<file path="config.mk">
export PLATFORM = sky130hd
export DESIGN_NAME = fpu_addsub_arbiter
export DESIGN_NICKNAME = d
export VERILOG_FILES = /design/src/rtl/fpu_addsub_arbiter.sv
export SDC_FILE = /design/constraint.sdc
export NUM_CORES = 1
export LEC_CHECK = 0
export CORE_MARGIN = 4
export CORE_UTILIZATION = 30
export DETAILED_ROUTE_END_ITERATION = 8
export RECOVER_POWER = 50
export SLEW_MARGIN = 25
export SYNTH_ARGS = -nofsm -noshare
export SYNTH_HDL_FRONTEND = slang
export SYNTH_SLANG_ARGS = --single-unit
</file>
<file path="constraint.sdc">
create_clock -name clock -period 83.3 [get_ports clock]
set_clock_uncertainty 0.05 [all_clocks]
set_input_delay 20.825 -clock clock [delete_from_list [all_inputs] [get_ports clock]]
set_output_delay 20.825 -clock clock [all_outputs]
set_load 0.005 [all_outputs]
</file>
<file path="src/rtl/fpu_addsub_arbiter.sv">
`default_nettype none
// ============================================================================
//  Module   : fpu_addsub_arbiter (with fpuAddSub16 datapath)
//  Purpose  : Round-robin sharing of one FP16 add/sub unit between NUM_REQ
//             requesters. Operands are registered at grant, the combinational
//             fpuAddSub16 evaluates them in EXEC, and results are registered
//             and presented on a single tagged valid/ready response channel.
//  Ports    : clock/reset           - clock, synchronous active-high reset
//             req_valid/ready/sub   - per-requester request handshake and op
//             req_in1/req_in2       - packed fp16 operands, 16 bits/requester
//             resp_valid/ready      - shared response handshake
//             resp_id/result/cond/flags - tagged result, {Z,C,N,V}, status
//             busy                  - state != IDLE
//             ops_done              - wrapping count of response handshakes
//  Revision : 1.0 - initial release
// ============================================================================

// ----------------------------------------------------------------------------
// fpuAddSub16: combinational IEEE binary16 add/subtract, round-to-nearest-even.
// o_cond  = {Z, C, N, V}: zero, unordered (NaN result), negative, overflow.
// o_flags = {NV, OF, UF, NX}: invalid, overflow, underflow, inexact.
// ----------------------------------------------------------------------------
module fpuAddSub16 (
    input  logic [15:0] i_in1,
    input  logic [15:0] i_in2,
    input  logic        i_sub,
    output logic [15:0] o_out,
    output logic [3:0]  o_cond,
    output logic [3:0]  o_flags
);
    logic [15:0] w_bx, w_a, w_b, w_packed;
    logic [4:0]  w_ea, w_eb, w_d;
    logic [13:0] w_siga, w_sigb;
    logic [14:0] w_sum;
    logic [5:0]  w_exp;
    logic        w_sticky, w_eff_sub, w_rnd, w_nx, w_ovf, w_nv, w_uf, w_sign, w_is_nan;
    logic        w_nan1, w_nan2, w_snan, w_inf1, w_inf2;

    always_comb begin
        w_bx   = {i_in2[15] ^ i_sub, i_in2[14:0]};
        w_nan1 = (&i_in1[14:10]) && (|i_in1[9:0]);
        w_nan2 = (&i_in2[14:10]) && (|i_in2[9:0]);
        w_snan = (w_nan1 && !i_in1[9]) || (w_nan2 && !i_in2[9]);
        w_inf1 = (&i_in1[14:10]) && (i_in1[9:0] == 10'd0);
        w_inf2 = (&i_in2[14:10]) && (i_in2[9:0] == 10'd0);
        // Larger magnitude goes to A so the subtraction never goes negative.
        if (w_bx[14:0] > i_in1[14:0]) begin
            w_a = w_bx;
            w_b = i_in1;
        end else begin
            w_a = i_in1;
            w_b = w_bx;
        end
        w_eff_sub = w_a[15] ^ w_b[15];
        // Subnormals share the exponent of the smallest normal.
        w_ea   = (w_a[14:10] == 5'd0) ? 5'd1 : w_a[14:10];
        w_eb   = (w_b[14:10] == 5'd0) ? 5'd1 : w_b[14:10];
        w_siga = {|w_a[14:10], w_a[9:0], 3'b000};
        w_sigb = {|w_b[14:10], w_b[9:0], 3'b000};
        w_d    = w_ea - w_eb;
        // Align B; bits shifted out are folded into the sticky bit.
        w_sticky = 1'b0;
        for (int i = 0; i < 14; i++) begin
            if (5'(i) < w_d) begin
                w_sticky = w_sticky | w_sigb[0];
                w_sigb   = w_sigb >> 1;
            end
        end
        w_sigb[0] = w_sigb[0] | w_sticky;
        w_sum = w_eff_sub ? ({1'b0, w_siga} - {1'b0, w_sigb})
                          : ({1'b0, w_siga} + {1'b0, w_sigb});
        w_exp = {1'b0, w_ea};
        if (w_sum[14]) begin
            w_sum = {1'b0, w_sum[14:2], w_sum[1] | w_sum[0]};
            w_exp = w_exp + 6'd1;
        end else begin
            // Normalize left, stopping at the subnormal exponent.
            for (int i = 0; i < 13; i++) begin
                if (!w_sum[13] && (w_exp > 6'd1)) begin
                    w_sum = w_sum << 1;
                    w_exp = w_exp - 6'd1;
                end
            end
        end
        w_rnd = w_sum[2] & (w_sum[1] | w_sum[0] | w_sum[3]);
        w_nx  = |w_sum[2:0];
        // Rounding carry out of the mantissa propagates into the exponent field.
        w_packed = {(w_sum[13] ? w_exp : 6'd0), w_sum[12:3]} + 16'(w_rnd);
        // Exact cancellation yields +0 unless both addends were -0.
        w_sign = (w_sum == 15'd0) ? (w_eff_sub ? 1'b0 : w_a[15]) : w_a[15];
        w_ovf  = (w_packed[15:10] >= 6'd31);
        w_nv   = 1'b0;
        o_out  = {w_sign, w_packed[14:0]};
        if (w_ovf) begin
            o_out = {w_sign, 15'h7C00};
            w_nx  = 1'b1;
        end
        w_uf = w_nx && (o_out[14:10] == 5'd0);
        if (w_nan1 || w_nan2) begin
            o_out = 16'h7E00;
            w_nv  = w_snan;
            w_nx  = 1'b0;
            w_ovf = 1'b0;
            w_uf  = 1'b0;
        end else if (w_inf1 || w_inf2) begin
            // A holds the infinity because it has the larger magnitude.
            o_out = (w_inf1 && w_inf2 && w_eff_sub) ? 16'h7E00 : {w_a[15], 15'h7C00};
            w_nv  = w_inf1 && w_inf2 && w_eff_sub;
            w_nx  = 1'b0;
            w_ovf = 1'b0;
            w_uf  = 1'b0;
        end
        w_is_nan = (&o_out[14:10]) && (|o_out[9:0]);
        o_cond   = {(o_out[14:0] == 15'd0), w_is_nan, o_out[15] & !w_is_nan, w_ovf};
        o_flags  = {w_nv, w_ovf, w_uf, w_nx};
    end
endmodule

module fpu_addsub_arbiter #(
    parameter int NUM_REQ = 4,
    parameter int IDW     = $clog2(NUM_REQ),
    parameter int CNTW    = 16
) (
    input  logic                  clock,
    input  logic                  reset,
    input  logic [NUM_REQ-1:0]    req_valid,
    output logic [NUM_REQ-1:0]    req_ready,
    input  logic [NUM_REQ-1:0]    req_sub,
    input  logic [NUM_REQ*16-1:0] req_in1,
    input  logic [NUM_REQ*16-1:0] req_in2,
    output logic                  resp_valid,
    input  logic                  resp_ready,
    output logic [IDW-1:0]        resp_id,
    output logic [15:0]           resp_result,
    output logic [3:0]            resp_cond,
    output logic [3:0]            resp_flags,
    output logic                  busy,
    output logic [CNTW-1:0]       ops_done
);
    typedef enum logic [1:0] {
        S_IDLE = 2'd0,
        S_EXEC = 2'd1,
        S_RESP = 2'd2
    } state_t;

    state_t          r_state, w_next;
    logic [IDW-1:0]  r_last_grant, r_id, w_winner, w_cand;
    logic            r_sub, w_found, w_grant, w_resp_hs;
    logic [15:0]     r_in1, r_in2, r_result, w_fpu_out;
    logic [3:0]      r_cond, r_flags, w_fpu_cond, w_fpu_flags;
    logic [CNTW-1:0] r_ops_done;
    int              w_pos;

    // Round-robin scan starting just after the last granted requester.
    always_comb begin
        w_found  = 1'b0;
        w_winner = '0;
        w_cand   = '0;
        w_pos    = 0;
        for (int k = 0; k < NUM_REQ; k++) begin
            w_pos = int'(r_last_grant) + 1 + k;
            if (w_pos >= NUM_REQ) w_pos = w_pos - NUM_REQ;
            w_cand = IDW'(w_pos);
            if (!w_found && req_valid[w_cand]) begin
                w_found  = 1'b1;
                w_winner = w_cand;
            end
        end
    end

    // Next state and request accept. req_ready depends only on state and
    // req_valid, never on resp_ready; reset masks it so nothing is accepted.
    always_comb begin
        w_next    = r_state;
        req_ready = '0;
        case (r_state)
            S_IDLE: begin
                if (w_found && !reset) begin
                    req_ready[w_winner] = 1'b1;
                    w_next              = S_EXEC;
                end
            end
            S_EXEC:  w_next = S_RESP;
            S_RESP:  if (resp_ready) w_next = S_IDLE;
            default: w_next = S_IDLE;
        endcase
    end

    assign w_grant   = (r_state == S_IDLE) && w_found;
    assign w_resp_hs = (r_state == S_RESP) && resp_ready;

    always_ff @(posedge clock) begin
        if (reset) r_state <= S_IDLE;
        else       r_state <= w_next;
    end

    always_ff @(posedge clock) begin
        if (reset) begin
            r_last_grant <= IDW'(NUM_REQ - 1);
            r_id         <= '0;
            r_sub        <= 1'b0;
            r_in1        <= 16'd0;
            r_in2        <= 16'd0;
            r_result     <= 16'd0;
            r_cond       <= 4'd0;
            r_flags      <= 4'd0;
            r_ops_done   <= '0;
        end else begin
            if (w_grant) begin
                r_last_grant <= w_winner;
                r_id         <= w_winner;
                r_sub        <= req_sub[w_winner];
                r_in1        <= req_in1[{w_winner, 4'b0000} +: 16];
                r_in2        <= req_in2[{w_winner, 4'b0000} +: 16];
            end
            if (r_state == S_EXEC) begin
                r_result <= w_fpu_out;
                r_cond   <= w_fpu_cond;
                r_flags  <= w_fpu_flags;
            end
            if (w_resp_hs) r_ops_done <= r_ops_done + CNTW'(1);
        end
    end

    fpuAddSub16 u_addsub (
        .i_in1   (r_in1),
        .i_in2   (r_in2),
        .i_sub   (r_sub),
        .o_out   (w_fpu_out),
        .o_cond  (w_fpu_cond),
        .o_flags (w_fpu_flags)
    );

    assign resp_valid  = (r_state == S_RESP);
    assign busy        = (r_state != S_IDLE);
    assign resp_id     = r_id;
    assign resp_result = r_result;
    assign resp_cond   = r_cond;
    assign resp_flags  = r_flags;
    assign ops_done    = r_ops_done;
endmodule
`default_nettype wire
</file>
==> results.json <==
{
  "run_status": "complete, but fails checks",
  "violations": "capacitance limit, slew limit",
  "r2r_start": "r_in1[14]",
  "clk_latency_ns": 0.34,
  "syn_to_final_growth_pct": 16.4,
  "clk_path_buf_depth": 2,
  "cts-resized-gates": 0,
  "grt_overflow_total": 0,
  "portBuffers": 186,
  "grtUsageMet2_pct": 32.7,
  "drt-pass1-iter-count": 7,
  "final_common_cell": "nand2_1",
  "final_core_util_pct": 35.5,
  "syn_area_sq_um": 15800,
  "mostFrequentLayoutCells": "nand2_1, nor2_1, a21oi_1",
  "worstPathRequired_ns": 62.42,
  "fin_crit_sh_pct": 54.0,
  "clk_pin_slew_ns": 0.06,
  "drive_gt1_share_pct": 7.87,
  "wire_per_inst_um": 18.7,
  "cts_buffers": 9,
  "busiest_layer": "met2",
  "gp_congestion": 1.01,
  "ys_seq_area_share_pct": 9.91,
  "cp.arrival_ns": 24.08,
  "cts.sinks": 78,
  "hold_start": "resp_cond[1]",
  "cts-htree-levels": 3,
  "die_h_um": 237,
  "cts_hold_buf": 0,
  "dr_total_vias": 18400,
  "crit_path_start": "reset",
  "groute.usage.overall_pct": 19.4,
  "clk_root_buffer_cell": "clkbuf_16",
  "finalMaxSlewViolations": 67,
  "die-area_sq_um": 56200,
  "cts_setup_buffers": 0,
  "ant_nets": 0,
  "rsz0062_at_grt": "false",
  "grt_max_degree": 74,
  "synth_nets": 2530,
  "syn_area_per_cell_sq_um": 6.77,
  "maxCapViolCount": 1,
  "grt_pass1_wl_mm": 93.1,
  "grt.met3_usage_pct": 3.11,
  "antenna_found_initial": 0,
  "met1_usage_pct": 25.3,
  "routed_wl_mm": 57.8,
  "setup_tns_ns": 0,
  "ys_warn_count": 0,
  "via_per_inst": 5.94,
  "fp.coreArea_sq_um": 51600,
  "drt_iter0_markers": 1277,
  "synth_flop_cell": "dfxtp_1",
  "critPathLaunchType": "input pin",
  "die_w_um": 237,
  "hold_class": "reg -> reg",
  "io-pin-count": 187,
  "yosysUniqueCellTypes": 123,
  "synth-edff-count": 0,
  "end_kind": "output pin",
  "relSlewSlack_pct": -88.3,
  "tightest_slew_ns": 2.82,
  "hpwlAfterDp_mm": 46.0,
  "cts_tree": "yes",
  "initial_utilization_pct": 30.5,
  "fmax_ghz": 0.0222,
  "finalSetupViolations": 0,
  "fp-row-count": 83,
  "setup.worst_path.class": "in -> out",
  "grt_pass1_vias": 17500,
  "synthArstFlopShare_pct": 0,
  "hold_viol_final": 0,
  "ys_seq_elements": 78,
  "nNetsFinal": 2613,
  "drc_errors": 0,
  "synth_cells": 2327,
  "fin_crit_ns": 44.95,
  "num_antenna_cells": 0,
  "cp_max_fo": 66
}
through the flow:
stage,std cells,area (sq um),hold WS (ns),setup slack (ns)
after global placement,3077,18000,0.397,39.28
final,3095,18300,0.409,38.35
after CTS,3093,18300,0.412,39.25
after global routing,3095,18300,0.439,38.03
after floorplan,2327,15800,0.392,40.35
after detailed placement,3077,18000,0.400,39.26
layer usage:
metal / share of wire, % / vias up
li1: - / 8936
met4: 3.1 / 0
met5: 0 / -
met1: 44 / 8617
met3: 6.5 / 99
met2: 46 / 734
cell families after synthesis:
kind of cell,Yosys count,synth area share [%]
compound gates,783,35.8
xor+xnor,82,4.79
fa+ha+maj,64,5.18
buf+inv,224,6.09
flops,78,9.91
mux,120,8.15
simple gates,976,30.1
worst max-delay path, cell delays in order:
cell             delay [ns]
buf_2                  0.07
clkbuf_1               1.98
nor2_1                 0.35
and3_1                 0.35
clkdlybuf4s50_1        0.45
cells in the mapped netlist (all sizes together), types with 9 or more instances:
cell type  instances  share of area [%]
a21oi            185                6.1
and2              31                1.2
a211oi            37                1.9
o211a             12               0.76
xor2              26                1.4
xnor2             55                3.2
o311ai            11               0.61
nand4             26                1.1
a41oi              9               0.55
mux2              37                2.7
nor2             244                5.9
o22ai             29                1.2
a221oi             9               0.50
and4              17               0.96
and3              60                2.4
o32ai             11               0.66
o31ai             17                1.2
a2111oi           10               0.83
a22o              11               0.61
nor2b             11               0.44
a21o              27                1.3
ha                62                4.9
a31oi             40                2.0
o211ai            38                1.9
a22oi             10               0.48
o21ai            151                4.9
or3               22               0.91
nor4              23                1.0
buf               55                2.0
nand2b            19               0.75
o31a               9               0.50
o21a              15               0.73
o21bai            13               0.64
mux2i             82                5.3
a31o              13               0.72
clkbuf            80                1.9
dfxtp             78                9.9
or2               19               0.75
nor3              79                2.8
nand2            322                7.7
inv               87                2.1
a311oi            44                2.4
nand3             73                2.4
cell type report:
type,count,area (sq um)
well taps,680,851
flip-flops and latches,78,1560
clock inverters,5,42.5
clock buffers,11,253
fillers,5420,33300
repair buffers,208,2020
multi-input cells,2025,13300
inverters,88,333
path summary, 6_finish.rpt:
check / endpoint / slack [ns] / cells past startpoint
setup / recovery: req_ready[0] / 38.35 / 5
hold / removal: resp_cond[1] / 0.41 / 2
setup reg to reg: resp_result[6] / 48.09 / 119
hold reg to reg: resp_cond[1] / 0.41 / 2
state kept, by name, indices dropped and copies added, names as in the netlist:
name,flops
ops_done,16
r_in1,16
r_in2,16
r_last_grant,2
r_state,2
r_sub,1
resp_cond,4
resp_flags,3
resp_id,2
resp_result,16
Power is left out: the tool's default activity adds up to more than one toggle a clock period on the data nets, which glitch-free logic cannot reach.
